## config.mk

```make
export PLATFORM = sky130hd
export DESIGN_NAME = frame_draw_scheduler_flat
export DESIGN_NICKNAME = d
export VERILOG_FILES = /design/src/rtl/frame_draw_scheduler_pkg.sv /design/src/rtl/frame_draw_scheduler_if.sv /design/src/rtl/frame_draw_scheduler_object_hit.sv /design/src/rtl/frame_draw_scheduler.sv /design/src/flat_wrapper.sv
export SDC_FILE = /design/constraint.sdc
export NUM_CORES = 1
export LEC_CHECK = 0
export BUFFER_PORTS_ARGS = -buffer_cell sky130_fd_sc_hd__clkbuf_2
export CAP_MARGIN = 20
export CORE_MARGIN = 2
export CORE_UTILIZATION = 48
export CTS_CLUSTER_SIZE = 20
export DETAILED_ROUTE_END_ITERATION = 10
export HOLD_SLACK_MARGIN = 0.02
export PLACE_DENSITY = 0.65
export SETUP_SLACK_MARGIN = 0.1
export SLEW_MARGIN = 0
export SYNTH_ARGS = -nofsm -noshare
export SYNTH_HDL_FRONTEND = slang
export SYNTH_SLANG_ARGS = --single-unit
```

## constraint.sdc

```tcl
create_clock -name clk -period 5.05 [get_ports clk]
set_clock_uncertainty 0.05 [all_clocks]
set_input_delay 0.2525 -clock clk [delete_from_list [all_inputs] [get_ports clk]]
set_output_delay 0.2525 -clock clk [all_outputs]
set_load 0.01 [all_outputs]
```

## src/rtl/frame_draw_scheduler_pkg.sv

```systemverilog
// Shared constants and types for the frame draw scheduler: screen and object
// geometry, coordinate width, sweep states and the latched object snapshot.
package draw_pkg;

    localparam int COORD_W   = 11;
    localparam int SUM_W     = COORD_W + 1;
    localparam int SCREEN_W  = 640;
    localparam int SCREEN_H  = 480;
    localparam int PIPE_W    = 40;
    localparam int GAP_H     = 100;
    localparam int BIRD_SIZE = 10;

    typedef logic [COORD_W-1:0] coord_t;

    typedef enum logic [1:0] {
        IDLE = 2'd0,
        SCAN = 2'd1,
        DONE = 2'd2
    } state_e;

    typedef enum logic {
        OBJ_RECT = 1'b0,
        OBJ_PIPE = 1'b1
    } obj_kind_e;

    typedef struct packed {
        coord_t pipe1X;
        coord_t pipe1Y;
        coord_t pipe2X;
        coord_t pipe2Y;
        coord_t birdX;
        coord_t birdY;
    } scene_t;

endpackage

```

## src/rtl/frame_draw_scheduler_if.sv

```systemverilog
// Framebuffer write port driven by the scheduler: address, colour and strobe.
interface frame_draw_scheduler_if;
    import draw_pkg::*;

    coord_t x;
    coord_t y;
    logic   color;
    logic   pixel_write;

    modport master (output x, y, color, pixel_write);
    modport slave  (input  x, y, color, pixel_write);

endinterface

```

## src/rtl/frame_draw_scheduler_object_hit.sv

```systemverilog
// Combinational hit test of one scan position against a bird square or a pipe
// (full-height column with a vertical opening of GAP rows ending at oy_i).
module object_hit
    import draw_pkg::*;
#(
    parameter int SIZE_X = 10,
    parameter int SIZE_Y = 10,
    parameter int GAP    = 0
) (
    input  coord_t    cx_i,
    input  coord_t    cy_i,
    input  coord_t    ox_i,
    input  coord_t    oy_i,
    input  obj_kind_e kind_i,
    output logic      hit_o
);

    logic [SUM_W-1:0] xEnd;
    logic [SUM_W-1:0] yEnd;
    logic [SUM_W-1:0] gapDiff;
    logic [SUM_W-1:0] gapTop;
    logic             inX;
    logic             inRectY;
    logic             inPipeY;

    // 12-bit sums keep objects near the right/bottom edge from wrapping to 0.
    assign xEnd    = {1'b0, ox_i} + SUM_W'(SIZE_X);
    assign yEnd    = {1'b0, oy_i} + SUM_W'(SIZE_Y);
    assign gapDiff = {1'b0, oy_i} - SUM_W'(GAP);
    assign gapTop  = gapDiff[SUM_W-1] ? '0 : gapDiff;

    assign inX     = (cx_i >= ox_i) && ({1'b0, cx_i} < xEnd);
    assign inRectY = (cy_i >= oy_i) && ({1'b0, cy_i} < yEnd);
    assign inPipeY = ({1'b0, cy_i} < gapTop) || (cy_i >= oy_i);

    assign hit_o   = inX && ((kind_i == OBJ_PIPE) ? inPipeY : inRectY);

endmodule

```

## src/rtl/frame_draw_scheduler.sv

```systemverilog
// One raster sweep per game tick over the whole screen, writing background or
// object colour at every pixel from a snapshot of the object coordinates.
module frame_draw_scheduler #(
    parameter int SCREEN_W  = draw_pkg::SCREEN_W,
    parameter int SCREEN_H  = draw_pkg::SCREEN_H,
    parameter int PIPE_W    = draw_pkg::PIPE_W,
    parameter int GAP_H     = draw_pkg::GAP_H,
    parameter int BIRD_SIZE = draw_pkg::BIRD_SIZE
) (
    input  logic                  clk,
    input  logic                  reset_n,
    input  logic                  frame_tick,
    input  logic                  force_clear,
    input  draw_pkg::coord_t      pipe1_x,
    input  draw_pkg::coord_t      pipe1_y,
    input  draw_pkg::coord_t      pipe2_x,
    input  draw_pkg::coord_t      pipe2_y,
    input  draw_pkg::coord_t      bird_x,
    input  draw_pkg::coord_t      bird_y,
    frame_draw_scheduler_if.master fb,
    output logic                  busy,
    output logic                  frame_done,
    output logic                  overrun
);
    import draw_pkg::*;

    localparam coord_t LAST_X = coord_t'(SCREEN_W - 1);
    localparam coord_t LAST_Y = coord_t'(SCREEN_H - 1);

    state_e state_q, state_d;
    coord_t cx_q, cx_d;
    coord_t cy_q, cy_d;
    scene_t scene_q, scene_d;
    logic   forceClr_q, forceClr_d;
    logic   pending_q, pending_d;
    logic   overrun_q, overrun_d;
    coord_t x_q, y_q;
    logic   color_q, write_q, done_q;
    logic   launch;
    logic   hitPipe1, hitPipe2, hitBird;

    object_hit #(.SIZE_X(PIPE_W), .SIZE_Y(0), .GAP(GAP_H)) uPipe1 (
        .cx_i(cx_q), .cy_i(cy_q), .ox_i(scene_q.pipe1X), .oy_i(scene_q.pipe1Y),
        .kind_i(OBJ_PIPE), .hit_o(hitPipe1)
    );

    object_hit #(.SIZE_X(PIPE_W), .SIZE_Y(0), .GAP(GAP_H)) uPipe2 (
        .cx_i(cx_q), .cy_i(cy_q), .ox_i(scene_q.pipe2X), .oy_i(scene_q.pipe2Y),
        .kind_i(OBJ_PIPE), .hit_o(hitPipe2)
    );

    object_hit #(.SIZE_X(BIRD_SIZE), .SIZE_Y(BIRD_SIZE), .GAP(0)) uBird (
        .cx_i(cx_q), .cy_i(cy_q), .ox_i(scene_q.birdX), .oy_i(scene_q.birdY),
        .kind_i(OBJ_RECT), .hit_o(hitBird)
    );

    always_ff @(posedge clk or negedge reset_n) begin
        if (!reset_n) begin
            state_q    <= IDLE;
            cx_q       <= '0;
            cy_q       <= '0;
            scene_q    <= '0;
            forceClr_q <= 1'b0;
            pending_q  <= 1'b0;
            overrun_q  <= 1'b0;
            x_q        <= '0;
            y_q        <= '0;
            color_q    <= 1'b0;
            write_q    <= 1'b0;
            done_q     <= 1'b0;
        end else begin
            state_q    <= state_d;
            cx_q       <= cx_d;
            cy_q       <= cy_d;
            scene_q    <= scene_d;
            forceClr_q <= forceClr_d;
            pending_q  <= pending_d;
            overrun_q  <= overrun_d;
            x_q        <= cx_q;
            y_q        <= cy_q;
            color_q    <= (state_q == SCAN) && !forceClr_q && (hitPipe1 || hitPipe2 || hitBird);
            write_q    <= (state_q == SCAN);
            done_q     <= (state_q == DONE);
        end
    end

    // A tick arriving mid-sweep is held one deep; DONE relaunches straight into SCAN.
    always_comb begin
        state_d    = state_q;
        cx_d       = cx_q;
        cy_d       = cy_q;
        scene_d    = scene_q;
        forceClr_d = forceClr_q;
        pending_d  = pending_q;
        overrun_d  = 1'b0;
        launch     = 1'b0;

        case (state_q)
            IDLE: begin
                if (frame_tick || pending_q) begin
                    launch    = 1'b1;
                    pending_d = 1'b0;
                end
            end
            SCAN: begin
                if (frame_tick) begin
                    if (pending_q) overrun_d = 1'b1;
                    else           pending_d = 1'b1;
                end
                if (cx_q == LAST_X) begin
                    cx_d = '0;
                    if (cy_q == LAST_Y) begin
                        cy_d    = '0;
                        state_d = DONE;
                    end else begin
                        cy_d = cy_q + 1'b1;
                    end
                end else begin
                    cx_d = cx_q + 1'b1;
                end
            end
            DONE: begin
                state_d = IDLE;
                if (pending_q) begin
                    launch    = 1'b1;
                    pending_d = frame_tick;
                end else if (frame_tick) begin
                    pending_d = 1'b1;
                end
            end
            default: state_d = IDLE;
        endcase

        if (launch) begin
            state_d        = SCAN;
            cx_d           = '0;
            cy_d           = '0;
            forceClr_d     = force_clear;
            scene_d.pipe1X = pipe1_x;
            scene_d.pipe1Y = pipe1_y;
            scene_d.pipe2X = pipe2_x;
            scene_d.pipe2Y = pipe2_y;
            scene_d.birdX  = bird_x;
            scene_d.birdY  = bird_y;
        end
    end

    assign fb.x           = x_q;
    assign fb.y           = y_q;
    assign fb.color       = color_q;
    assign fb.pixel_write = write_q;
    assign busy           = (state_q != IDLE);
    assign frame_done     = done_q;
    assign overrun        = overrun_q;

endmodule

```

## src/flat_wrapper.sv

```systemverilog
// flat-port wrapper written by rule: the top's interface ports become plain ports
module frame_draw_scheduler_flat import draw_pkg::*;
#(
    parameter int SCREEN_W  = draw_pkg::SCREEN_W,
    parameter int SCREEN_H  = draw_pkg::SCREEN_H,
    parameter int PIPE_W    = draw_pkg::PIPE_W,
    parameter int GAP_H     = draw_pkg::GAP_H,
    parameter int BIRD_SIZE = draw_pkg::BIRD_SIZE
)
  (clk, reset_n, frame_tick, force_clear, pipe1_x, pipe1_y, pipe2_x, pipe2_y, bird_x, bird_y, busy, frame_done, overrun, fb_x, fb_y, fb_color, fb_pixel_write);
  frame_draw_scheduler_if fb_i ();
  input  logic clk;
  input  logic reset_n;
  input  logic frame_tick;
  input  logic force_clear;
  input  draw_pkg::coord_t pipe1_x;
  input  draw_pkg::coord_t pipe1_y;
  input  draw_pkg::coord_t pipe2_x;
  input  draw_pkg::coord_t pipe2_y;
  input  draw_pkg::coord_t bird_x;
  input  draw_pkg::coord_t bird_y;
  output logic busy;
  output logic frame_done;
  output logic overrun;
  output wire logic [$bits(fb_i.x)-1:0] fb_x;
  output wire logic [$bits(fb_i.y)-1:0] fb_y;
  output wire logic [$bits(fb_i.color)-1:0] fb_color;
  output wire logic [$bits(fb_i.pixel_write)-1:0] fb_pixel_write;
  assign fb_x = fb_i.x;
  assign fb_y = fb_i.y;
  assign fb_color = fb_i.color;
  assign fb_pixel_write = fb_i.pixel_write;
  frame_draw_scheduler #(.SCREEN_W(SCREEN_W), .SCREEN_H(SCREEN_H), .PIPE_W(PIPE_W), .GAP_H(GAP_H), .BIRD_SIZE(BIRD_SIZE)) u_core (.clk(clk), .reset_n(reset_n), .frame_tick(frame_tick), .force_clear(force_clear), .pipe1_x(pipe1_x), .pipe1_y(pipe1_y), .pipe2_x(pipe2_x), .pipe2_y(pipe2_y), .bird_x(bird_x), .bird_y(bird_y), .fb(fb_i), .busy(busy), .frame_done(frame_done), .overrun(overrun));
endmodule
```

==> run summary, run 1 <==
DRC viols: 0
CP arrival: 3.08 ns
Hold Vio Cnt, Final: 0
period utilization: 0.560
Worst VDD drop: 0.380 mV
RSZ-0062 raised after global routing: false
Leakage: 4.98 nW
gpl congestion: 0.826
CP max FO: 4
vias in the first global route: 6665
TritonCTS clock tree: built
Die ar.: 17800 sq um
Vert. Die Dim: 134 um
mapped cell area: 8050 sq um
share of the synthesized area in the top cell type: 0.367
Setup Viol. Count Final: 0
HP Class: primary input to flop
CTS root buf: clkbuf_16
detailed placement HPWL: 13.5 mm
Slew Limit Headroom: 0.376
max_cap viols: 0
TritonCTS buffer count: 17
Setup Crit Path Kind: flop to flop
total negative setup slack: 0 ns
post-synth top area cell: dfrtp_1
syn_nets: 1073
Total Power: 5.11 mW
Synth Register Bits: 118
area of the core: 16500 sq um
status: completed
critical path cell sequence: inv_1 -> ha_1 -> nand2_1 -> nand3_1 -> nand4_1 -> nor3_1 -> a21oi_1 -> ha_1 -> and4_1 -> o2111ai_1 -> a31o_2 -> a311o_1 -> nand4_1 -> o211ai_1
# rows: 47
ant diodes: 0
commonest non-fill, non-tap cell in the layout: ha_1
# nets final: 1234
element type at the critical path end: flop
# fillers: 1445
synthesized instance count: 869
Area Overhead vs Synth: 24.4%
FFs w/ async S/R, synth: 1.00
largest cells by area after synthesis: dfrtp_1 (37%), ha_1 (21%), o21ai_0 (5.5%)
max-slew violation count: 0
Yosys Warn Count: 0
Seq/Total Area, Yosys: 0.367
initial antenna violation count: 0
Die W: 134 um
global route overflow: 0
Post-synth EDFFs: 0
Cell Pwr Density: 510 nW/um^2
Iter 0 DRT Violations: 339
Final Hold Slack: 0.0128 ns
syn avg cell area: 9.27 sq um
CP startpoint kind: flop
fmax: 354 MHz
Clock Path Buffers: 2
Worst-path clk slew: 0.06 ns
placed instance count: 1168
clk sink count: 118
H-tree levels: 4
DR pass1 iterations: 4
Total GRT Usage: 0.229
Worst Tran Pin Value: 0.935 ns
Avg WL per Cell: 15.3 um
number of buffers added on ports: 96
via count: 6716
layout cell share with drive strength beyond 1: 0.140
Final ANT Viol Nets: 0
Critical Path Slowest Stage Cell: dfrtp_1
IO Pins: 97
Vias/cell: 5.32
Post-Route WL: 19.4 mm
WP data required: 5.30 ns
fin cells: 1263
largest net degree at the start of global routing: 124
first-pass GRT wire length: 32.7 mm
worst-skew pair later-pin latency: 0.42 ns
clock period minus worst slack: 2.83 ns
most frequent cells in the layout: ha_1 (134), dfrtp_1 (118), nand2_1 (95), clkbuf_2 (95), o21ai_0 (89)
ys flop type: dfrtp_1
Initial Util: 0.489
worst stage delay on the critical path: 0.39 ns
Yosys cell types: 57
worst paths after layout:
kind,cells after the start,slack (ns),from,to
max reg2reg,14,2.22,u_core.scene_q[46],u_core.fb.color
min reg2reg,0,0.40,u_core.cx_q[0],u_core.fb.x[0]
min in group asynchronous,2,0.44,reset_n,u_core.scene_q[3]
min,3,0.01,bird_x[9],u_core.scene_q[20]
max,14,2.22,u_core.scene_q[46],u_core.fb.color
max in group asynchronous,3,3.38,reset_n,u_core.fb.x[2]
cell type report:
| cell class | instances | area (sq um) | area share |
|---|---|---|---|
| repair buffers | 161 | 1140 | 0.114 |
| well taps | 220 | 275 | 0.0275 |
| multi-input cells | 657 | 4750 | 0.475 |
| inverters | 75 | 282 | 0.0281 |
| clock buffers | 24 | 492 | 0.0491 |
| flip-flops and latches | 118 | 2950 | 0.295 |
| clock inverters | 8 | 120 | 0.0120 |
critical path: cells and delay by family, from the launching register on:
| family | cells | cell delay [ns] |
|---|---|---|
| AO/OA/AOI/OAI | 5 | 0.80 |
| adder cells (fa/ha/maj) | 2 | 0.49 |
| AND/OR/NAND/NOR | 6 | 0.84 |
| flip-flops | 1 | 0.39 |
| buffers and inverters | 1 | 0.14 |
kinds of logic after synthesis:
| family | Yosys count | share of synthesized area |
|---|---|---|
| multiplexers | 11 | 0.0149 |
| adder cells (fa/ha/maj) | 134 | 0.208 |
| AND/OR/NAND/NOR | 240 | 0.150 |
| flip-flops | 118 | 0.367 |
| AO/OA/AOI/OAI | 234 | 0.175 |
| XOR/XNOR | 38 | 0.0413 |
| buffers and inverters | 94 | 0.0440 |
synth_stat cells (4+ instances only):
| master | number |
|---|---|
| ha_1 | 134 |
| inv_1 | 75 |
| nor2_1 | 32 |
| nor4b_1 | 4 |
| a21o_1 | 15 |
| o211ai_1 | 8 |
| xor2_1 | 10 |
| and3_1 | 9 |
| nor3_1 | 21 |
| o21a_1 | 4 |
| buf_1 | 4 |
| nand2_1 | 95 |
| dfrtp_1 | 118 |
| nand2b_1 | 16 |
| nor2b_1 | 9 |
| o2111ai_1 | 10 |
| xnor2_1 | 28 |
| nand4_1 | 13 |
| nand3_1 | 14 |
| and4_1 | 5 |
| o21ai_1 | 15 |
| o21ai_0 | 89 |
| a21oi_1 | 51 |
| a211oi_1 | 8 |
| a2111oi_0 | 7 |
| clkbuf_1 | 14 |
| mux2_2 | 8 |
| a31oi_1 | 4 |
sequential cells by signal, indices dropped and copies added, names as in the netlist:
name	flops
u_core.pending_q	1
u_core.overrun	1
u_core.cy_q	11
u_core.fb.color	1
u_core.cx_q	11
u_core.fb.y	11
u_core.state_q	2
u_core.scene_q	66
u_core.fb.pixel_write	1
u_core.fb.x	11
u_core.frame_done	1
u_core.forceClr_q	1
power by group:
group | leakage, nW | switching [mW] | internal, mW
sequential | 1.51 | 0.288 | 1.26
combinational | 3.17 | 1.33 | 0.982
clock | 0.296 | 0.430 | 0.825
through the flow:
stage	instance area [sq um]	util	setup slack, ns
after floorplan	8050	-	2.50
after global placement	8770	0.533	2.30
after detailed placement	8770	0.533	2.24
after CTS	10000	0.608	2.23
after global routing	10000	0.608	2.00
final	10000	0.608	2.22
routing by layer:
layer | up-vias | GRT usage | part of all wire
met5 | - | 0 | 0
met4 | 0 | 0.0697 | 0.014
met3 | 21 | 0.0358 | 0.030
met2 | 131 | 0.367 | 0.45
met1 | 3100 | 0.319 | 0.51
li1 | 3464 | - | -
repair_timing:
item	in CTS	in global routing
hold buffers	63	0
setup endpoints to repair	0	0
hold endpoints to repair	133	0
resized for setup	0	0
setup buffers	0	0
Power figures use the tool's default switching activity.
==> run 2, diff against run 1 <==
--- a/config.mk
+++ b/config.mk
@@ -5,6 +5,7 @@
 export SDC_FILE = /design/constraint.sdc
 export NUM_CORES = 1
 export LEC_CHECK = 0
+export ABC_AREA = 1
 export BUFFER_PORTS_ARGS = -buffer_cell sky130_fd_sc_hd__clkbuf_2
 export CAP_MARGIN = 20
 export CORE_MARGIN = 2
==> constraint.sdc (replaced) <==
create_clock -name clk -period 2.7 [get_ports clk]
set_clock_uncertainty 0.05 [all_clocks]
set_input_delay 0.135 -clock clk [delete_from_list [all_inputs] [get_ports clk]]
set_output_delay 0.135 -clock clk [all_outputs]
set_load 0.01 [all_outputs]
==> run 2 against run 1 <==
Effect of this change: worst setup slack got worse by 2.0 ns; global-route usage rose by 0.99 points; sequential power up 100%; total power up 120%; clock power increased by 79%; hold slack improved by 0.18 ns; first-iteration DRC count fell by 2.4%; routed wire length grew 8.7%; register-to-register slack lost 2.0 ns; synthesized area increased by 3.9%; cell area grew 5.3%; die area grew 3.8%; critical endpoint unchanged; largest power group unchanged; highest routed layer unchanged.
==> run summary, run 2 <==
IO Pins: 97
Yosys Warn Count: 0
mapped cell area: 8370 sq um
worst stage delay on the critical path: 0.38 ns
global route overflow: 0
Hold Vio Cnt, Final: 0
layout cell share with drive strength beyond 1: 0.141
Iter 0 DRT Violations: 331
total negative setup slack: 0 ns
r2r setup slk: 0.25 ns
H-tree levels: 4
Final Core Density: 0.614
clk sink count: 118
# nets final: 1453
Initial Util: 0.487
Post-Route WL: 21.1 mm
synthesized instance count: 1065
# fillers: 1558
Seq/Total Area, Yosys: 0.353
Final ANT Viol Nets: 0
Synth top cells by count: nand2_1 (248), ha_1 (134), inv_1 (130), dfrtp_1 (118), o21ai_0 (93)
most common cell in the netlist: nand2_1
CP arrival: 2.73 ns
area of the core: 17200 sq um
Yosys cell types: 37
syn_nets: 1269
ant diodes: 0
Vert. Die Dim: 136 um
commonest non-fill, non-tap cell in the layout: nand2_1
CTS root buf: clkbuf_16
dpl cell area: 9140 sq um
largest cells by area after synthesis: dfrtp_1 (35%), ha_1 (20%), nand2_1 (11%)
# rows: 48
clock period minus worst slack: 2.45 ns
status: completed
Setup Crit Path Kind: flop to flop
Finished Cell Area: 10500 sq um
Slew Limit Headroom: 0.446
largest net degree at the start of global routing: 51
number of buffers added on ports: 96
gpl congestion: 0.840
first-pass GRT wire length: 34.4 mm
Worst-path clk slew: 0.06 ns
syn avg cell area: 7.86 sq um
critical path cell sequence: inv_2 -> ha_4 -> inv_1 -> nor2_2 -> nor2_1 -> nand2_2 -> nand3_2 -> xor2_1 -> nand2_1 -> ha_4 -> nand2_1 -> inv_2 -> nand3_2 -> nor3_2 -> nand2_1 -> nand2_1 -> nand2_1 -> nand2_2 -> nand3_1 -> nand2_1 -> inv_1
Synth Register Bits: 118
via count: 7600
max_cap viols: 0
Post-synth EDFFs: 0
element type at the critical path end: flop
Leakage: 5.59 nW
Area Overhead vs Synth: 26.1%
worst-skew pair later-pin latency: 0.42 ns
register name with the most flops: u_core.scene_q
CP max FO: 4
Die W: 136 um
fmax: 408 MHz
critical path's most frequent cell: nand2_1
initial antenna violation count: 0
ys flop type: dfrtp_1
post-synth top area cell: dfrtp_1
Setup Viol. Count Final: 0
share of the synthesized area in the top cell type: 0.353
Total GRT Usage: 0.238
Worst Tran Pin Value: 0.828 ns
Vias/cell: 5.11
Clock Path Buffers: 2
vias in the first global route: 7209
WP data required: 2.97 ns
CP startpoint kind: flop
FFs w/ async S/R, synth: 1.00
Die ar.: 18500 sq um
detailed placement HPWL: 15.0 mm
DRC viols: 0
RSZ-0062 raised after global routing: false
Worst VDD drop: 0.680 mV
Cell Pwr Density: 1070 nW/um^2
most frequent cells in the layout: nand2_1 (244), ha_1 (131), inv_1 (125)
Largest register FFs: 66
Avg WL per Cell: 14.2 um
period utilization: 0.909
Critical Path Slowest Stage Cell: dfrtp_1
HP Class: primary input to async pin
TritonCTS clock tree: built
DR pass1 iterations: 5
TritonCTS buffer count: 17
max-slew violation count: 0
-- run 2: cell types whose count changed after synthesis, sizes merged, moves of 8 or more --
cell / previous run / this run
xor2: 10 / 32
o2111ai: 10 / 0
nand2: 96 / 249
a21oi: 52 / 75
nand3: 14 / 48
nor2: 33 / 90
o21ai: 104 / 96
mux2: 8 / 0
xnor2: 28 / 0
nor2b: 9 / 0
a21o: 15 / 4
inv: 75 / 134
a211oi: 8 / 0
nand2b: 16 / 0
-- run 2: routing by layer --
| layer | vias to the layer above | part of all wire | global-route usage |
|---|---|---|---|
| li1 | 3912 | - | - |
| met1 | 3521 | 0.46 | 0.304 |
| met2 | 139 | 0.49 | 0.414 |
| met3 | 28 | 0.032 | 0.0418 |
| met4 | 0 | 0.016 | 0.0700 |
| met5 | - | 0 | 0 |
-- run 2: cell families (layout without fill, tap and decap cells) --
family                   Yosys count  after routing  share of synthesized area
AO/OA/AOI/OAI                    198            198                      0.128
flip-flops                       118            118                      0.353
buffers and inverters            151            347                     0.0698
XOR/XNOR                          32             32                     0.0335
AND/OR/NAND/NOR                  432            432                      0.215
adder cells (fa/ha/maj)          134            134                      0.200
-- run 2: area by class of cell --
| type | instances | area (sq um) | area share |
|---|---|---|---|
| inverter | 134 | 505 | 0.0479 |
| multi-input combinational | 796 | 4930 | 0.468 |
| tap | 225 | 282 | 0.0267 |
| sequential | 118 | 2950 | 0.280 |
| clock inverter | 9 | 101 | 0.00961 |
| clock buffer | 22 | 474 | 0.0450 |
| timing repair buffer | 182 | 1300 | 0.123 |
-- run 2: critical path: cells and delay by family (launching register included) --
family	cells	cell delay, ns
simple gates	14	1.15
fa+ha+maj	2	0.40
flops	1	0.38
buf+inv	4	0.23
xor+xnor	1	0.13
-- run 2: timing repair --
item / CTS / global route
cloned: 0 / 0
hold endpoints to repair: 106 / 0
pin swaps: 0 / 5
hold buffers: 69 / 0
endpoints found under the setup margin: 1 / 1
setup buffers: 0 / 5
gates resized for setup: 1 / 29
-- run 2: stage by stage --
step / cells / total power [mW] / setup WS (ns) / hold slack (ns)
3_3_place_gp: 1381 / 8.58 / 0.192 / 0.111
6_report: 1486 / 11.3 / 0.246 / 0.194
4_1_cts: 1481 / 11.1 / 0.121 / 0.205
5_1_grt: 1486 / 12.5 / 0.0795 / 0.238
3_5_place_dp: 1381 / 8.68 / 0.114 / 0.108
2_1_floorplan: 1065 / 7.16 / 0.432 / -0.211
-- run 2: power by group --
| part | internal, mW | total, mW | switching (mW) |
|---|---|---|---|
| clock network | 1.42 | 2.25 | 0.829 |
| logic | 2.23 | 5.93 | 3.70 |
| registers | 2.44 | 3.08 | 0.635 |
-- run 2: path summary, 6_finish.rpt --
path                                         start            endpoint  cells past startpoint
worst max-delay path            u_core.scene_q[25]     u_core.fb.color                     21
worst min-delay path                       reset_n  u_core.scene_q[15]                      2
worst max register to register  u_core.scene_q[25]     u_core.fb.color                     21
worst min register to register   u_core.forceClr_q   u_core.forceClr_q                      2
max in group asynchronous                  reset_n      u_core.fb.x[1]                      3
min in group clk                         bird_y[4]   u_core.scene_q[4]                      4
